$ cat src/rtl/rr_grant_encoder.sv
// Round-robin arbiter emitting a registered binary grant index plus grant-valid,
// intended to feed an enable-gated N-to-2^N decoder that forms the one-hot grant bus.
module rr_grant_encoder #(
  parameter int EncodeWidth  = 4,
  parameter int ReqWidth     = 2**EncodeWidth,
  parameter int MaxHold      = 64,
  parameter int HoldCntWidth = (MaxHold < 1) ? 1 : $clog2(MaxHold + 1)
) (
  input  logic                   CLK,
  input  logic                   RST_N,
  input  logic [ReqWidth-1:0]    REQ,
  input  logic                   DONE,
  output logic [EncodeWidth-1:0] GNT_IDX,
  output logic                   GNT_VLD,
  output logic                   TIMEOUT
);

  typedef enum logic {S_IDLE, S_GRANT} state_t;

  localparam logic [HoldCntWidth-1:0] HOLD_LAST =
    (MaxHold > 0) ? HoldCntWidth'(MaxHold - 1) : '0;
  localparam logic [HoldCntWidth-1:0] HOLD_SAT = '1;

  state_t                  r_state, w_state_nxt;
  logic [EncodeWidth-1:0]  r_idx, w_idx_nxt;
  logic [EncodeWidth-1:0]  r_ptr, w_ptr_nxt;
  logic [HoldCntWidth-1:0] r_hold, w_hold_nxt;
  logic                    r_vld, w_vld_nxt;
  logic                    r_timeout, w_timeout_nxt;

  logic                    w_any;
  logic [EncodeWidth-1:0]  w_sel;
  logic                    w_owner_req;
  logic                    w_limit;
  logic                    w_release;

  // (a + b) mod ReqWidth for a, b < ReqWidth; one extra bit absorbs the carry.
  function automatic logic [EncodeWidth-1:0] wrap_add(
    input logic [EncodeWidth-1:0] a,
    input int                     b
  );
    logic [EncodeWidth:0] s;
    s = {1'b0, a} + (EncodeWidth+1)'(b);
    if (s >= (EncodeWidth+1)'(ReqWidth)) s = s - (EncodeWidth+1)'(ReqWidth);
    return s[EncodeWidth-1:0];
  endfunction

  // Scan from the far end back toward PTR so the closest set bit wins.
  always_comb begin
    w_any = |REQ;
    w_sel = r_ptr;
    for (int k = ReqWidth - 1; k >= 0; k--) begin
      if (REQ[wrap_add(r_ptr, k)]) w_sel = wrap_add(r_ptr, k);
    end
  end

  assign w_owner_req = REQ[r_idx];
  assign w_limit     = (MaxHold != 0) && (r_hold == HOLD_LAST);
  assign w_release   = DONE || !w_owner_req || w_limit;

  always_comb begin
    w_state_nxt   = r_state;
    w_idx_nxt     = r_idx;
    w_ptr_nxt     = r_ptr;
    w_hold_nxt    = r_hold;
    w_timeout_nxt = 1'b0;
    case (r_state)
      S_IDLE: begin
        if (w_any) begin
          w_state_nxt = S_GRANT;
          w_idx_nxt   = w_sel;
          w_hold_nxt  = '0;
        end
      end
      S_GRANT: begin
        if (w_release) begin
          w_state_nxt   = S_IDLE;
          w_ptr_nxt     = wrap_add(r_idx, 1);
          w_hold_nxt    = '0;
          // Only flag a timeout when the limit alone forced the release.
          w_timeout_nxt = w_limit && !DONE && w_owner_req;
        end else if (r_hold != HOLD_SAT) begin
          w_hold_nxt = r_hold + 1'b1;
        end
      end
      default: w_state_nxt = S_IDLE;
    endcase
    w_vld_nxt = (w_state_nxt == S_GRANT);
  end

  always_ff @(posedge CLK) begin
    if (!RST_N) begin
      r_state   <= S_IDLE;
      r_idx     <= '0;
      r_ptr     <= '0;
      r_hold    <= '0;
      r_vld     <= 1'b0;
      r_timeout <= 1'b0;
    end else begin
      r_state   <= w_state_nxt;
      r_idx     <= w_idx_nxt;
      r_ptr     <= w_ptr_nxt;
      r_hold    <= w_hold_nxt;
      r_vld     <= w_vld_nxt;
      r_timeout <= w_timeout_nxt;
    end
  end

  assign GNT_IDX = r_idx;
  assign GNT_VLD = r_vld;
  assign TIMEOUT = r_timeout;

endmodule

$ cat config.mk
export PLATFORM = sky130hd
export DESIGN_NAME = rr_grant_encoder
export DESIGN_NICKNAME = d
export VERILOG_FILES = /design/src/rtl/rr_grant_encoder.sv
export SDC_FILE = /design/constraint.sdc
export NUM_CORES = 1
export LEC_CHECK = 0
export CELL_PAD_IN_SITES_DETAIL_PLACEMENT = 2
export CELL_PAD_IN_SITES_GLOBAL_PLACEMENT = 2
export CORE_MARGIN = 2
export CORE_UTILIZATION = 40
export CTS_CLUSTER_DIAMETER = 30
export CTS_CLUSTER_SIZE = 24
export DETAILED_ROUTE_END_ITERATION = 8
export PLACE_DENSITY_LB_ADDON = 0.1
export SETUP_SLACK_MARGIN = 0.15
export SYNTH_ARGS = -nofsm -noshare
export SYNTH_HDL_FRONTEND = slang
export SYNTH_SLANG_ARGS = --single-unit
$ cat constraint.sdc
create_clock -name CLK -period 7.96 [get_ports CLK]
set_input_delay 0.796 -clock CLK [delete_from_list [all_inputs] [get_ports CLK]]
set_output_delay 0.796 -clock CLK [all_outputs]
set_load 0.01 [all_outputs]
==> impl_metrics.csv <==
group,metric,value,unit
outcome,status,"finished clean",
pwr,total_power,1.42,mW
place,portBuffers,24,
setup_path,path_class,"reg -> reg",
yosys,syn_inst,327,
sta,setup_tns,0,ns
cts,ctsHoldBuffers,0,
global_routing,grt_max_degree,34,
global_routing,grt_use_total,28.3,%
sta,rsz0062_at_grt,"no",
cts,cts_root_buf,"clkbuf_8",
setup_path,required,8.09,ns
yosys,synth_seq_area_share,11.1,%
cells_and_area,fill_cells,800,
cts,cts.clk_slew.worst_paths,0.08,ns
drt,highest_layer,"met4",
setup_path,timing.rr.end,"GNT_IDX[0]",
yosys,synthFlopType,"dfxtp_1",
yosys,yosysTopAreaCell,"mux4_2",
cells_and_area,syn_to_final_growth,10.8,%
sta,report.final.slew_viol_count,0,
yosys,syn_nets,355,
die,coreArea,7370,sq um
setup_path,r2r_cells,11,
flow_run,drv_cap,0,
drt,drt_iter0_drc,138,
pwr,power.leakage,1.24,nW
cts,cts_buffer_depth,2,
yosys,synth_edf_count,0,
die,dieArea,8410,sq um
global_routing,overflow,0,
yosys,synthTopCellsByArea,"mux4_2 (23%), dfxtp_1 (11%), mux4_1 (6.0%), mux2i_1 (5.9%), mux2_2 (4.0%)",
drt,ant_nets,0,
yosys,synth_top_area_share,22.7,%
setup_path,cp-end-kind,"register",
drt,drc,0,
sta,finalSetupViolations,0,
setup_path,r2r_setup_slack,3.63,ns
global_routing,antenna_found_initial,0,
yosys,synth_area,3080,sq um
sta,whs,0.498,ns
cts,h-tree-depth,1,
die,row_count,31,
global_routing,grt_pass1_vias,3206,
setup_path,cp-start-kind,"register",
yosys,ys_types,58,
die,die_w,91.7,um
cells_and_area,antenna_cells,0,
die,die_h,91.7,um
drt,drt-met1-wl,4.91,mm
cells_and_area,fin_nets,370,
pwr,vdd_drop_max,137,uV
cts,cts_made_buffers,3,
die,ioPinCount,25,
setup_path,cp.arrival,4.47,ns
place,post-dp-hpwl,8.87,mm
cells_and_area,multiInputGateArea,2590,sq um
drt,dr_total_vias,2923,
yosys,synth_common_cells,"nor2_1 (32), mux4_2 (31), nand2_1 (27), a21oi_1 (18), mux2i_1 (18)",
setup_path,cp-endpoint,"GNT_IDX[0]",
setup_path,cp_max_fo,33,
setup_path,r2r-start,"r_ptr[1]",
cts,post_cts_resized,0,
sta,worst_pin_slew,0.851,ns
setup_path,startpoint,"r_ptr[1]",
yosys,ys_warn_count,0,
sta,period_share,54.4,%
drt,routedWlPerCell,26.1,um
sta,max_freq,231,MHz
die,start_util,41.7,%
global_routing,grt_first_pass_wirelength,18.5,mm
drt,met3_length,587,um
cts,post_cts_buffers,0,
cts,cts_tree,"done",
pwr,pwr_density_cell,418,nW/um^2
yosys,syn_avg_cell_area,9.41,sq um
sta,finalHoldViolCount,0,
drt,drt_first_pass_iters,4,
cts,cts_sinks,17,
sta,skew,0.00564,ns
cells_and_area,regArea,340,sq um
drt,routed-wl-met2,5.66,mm
cts,clk-insertion-delay-late,0.26,ns
cells_and_area,drive_gt1_share,17.9,%
drt,via_per_inst,6.64,
sta,relSlewSlack,42.8,%
yosys,async_reset_ff_share,0,%
sta,fin_crit,4.33,ns
place,globalplace.congestion,0.900,
yosys,synth_seq_cells,17,
worst_hold_path,hold_path.class,"reg -> reg",
yosys,synth_most_common_cell,"nor2_1",
drt,wl,11.5,mm
## registers in the layout, summed over array words and instances, names as in the netlist
name	cells
GNT_VLD	1
r_ptr	4
GNT_IDX	4
TIMEOUT	1
r_hold	7
## metrics by stage
step	cell area (sq um)	instances	setup slack [ns]	util, %
final	3410	440	3.63	46.2
after global routing	3410	440	3.32	46.2
after CTS	3410	440	3.63	46.2
after detailed placement	3360	436	3.68	45.6
after global placement	3360	436	3.82	45.6
after floorplan	3080	327	4.29	-
## cell usage in the layout, fill, tap and decap left out, types with 4 or more instances in the layout
cell,n
a31oi_1,6
nand3_1,5
mux4_1,7
buf_4,4
nor2_1,32
nor4_1,4
ha_1,9
o21ai_0,15
a211oi_1,6
nand4_1,4
a21oi_1,18
xnor2_1,9
xor2_1,9
mux2i_1,18
mux4_2,31
inv_1,7
mux2_2,11
nand2_1,27
nand2b_1,9
clkdlybuf4s50_1,24
and3_1,6
nor2b_1,5
dfxtp_1,17
nor3_1,6
## power breakdown
part | switching (mW) | internal [mW] | leakage [nW]
logic | 0.704 | 0.513 | 1.08
registers | 0.0331 | 0.102 | 0.139
clock network | 0.0366 | 0.0353 | 0.0217
total | 0.774 | 0.650 | 1.24
## critical path, stage by stage (launching register included)
cell and delay [ns]:
dfxtp_1 0.32, buf_4 0.37, inv_1 0.23, ha_1 0.88, mux4_2 0.66, mux4_2 0.57
o21a_1 0.21, o211a_1 0.20, o41a_1 0.11, o31ai_2 0.33, xnor2_1 0.22, a21oi_1 0.11
## area by class of cell
type	instances	share of cell area [%]
clock buffer	3	1.21
clock inverter	1	0.220
inverter	9	0.991
multi-input combinational	283	76.0
sequential	17	9.99
tap	99	3.63
timing repair buffer	28	7.93
## per-layer routing
| metal | vias up | track usage [%] |
|---|---|---|
| met5 | - | 0 |
| met4 | 0 | 8.71 |
| met3 | 27 | 3.86 |
| met2 | 97 | 48.3 |
| met1 | 1486 | 37.3 |
| li1 | 1313 | - |
## worst min path at each step
stage,startpoint,end,cells after the start,slack (ns)
3_5_place_dp,r_hold[6],r_hold[6],1,0.49
6_report,r_hold[6],r_hold[6],1,0.50
4_1_cts,r_hold[6],r_hold[6],1,0.50
2_1_floorplan,r_hold[6],r_hold[6],1,0.46
3_3_place_gp,r_hold[6],r_hold[6],1,0.47
5_1_grt,r_hold[6],r_hold[6],1,0.52
## cells by family (layout without fill, tap and decap cells)
logic type,after synthesis,after routing,share of synthesized area (%)
mux,71,71,40.4
simple gates,106,106,16.8
buf+inv,27,41,4.72
compound gates,78,78,17.4
flops,17,17,11.1
fa+ha+maj,9,9,3.66
xor+xnor,19,19,6.02
Power figures use the tool's default switching activity.
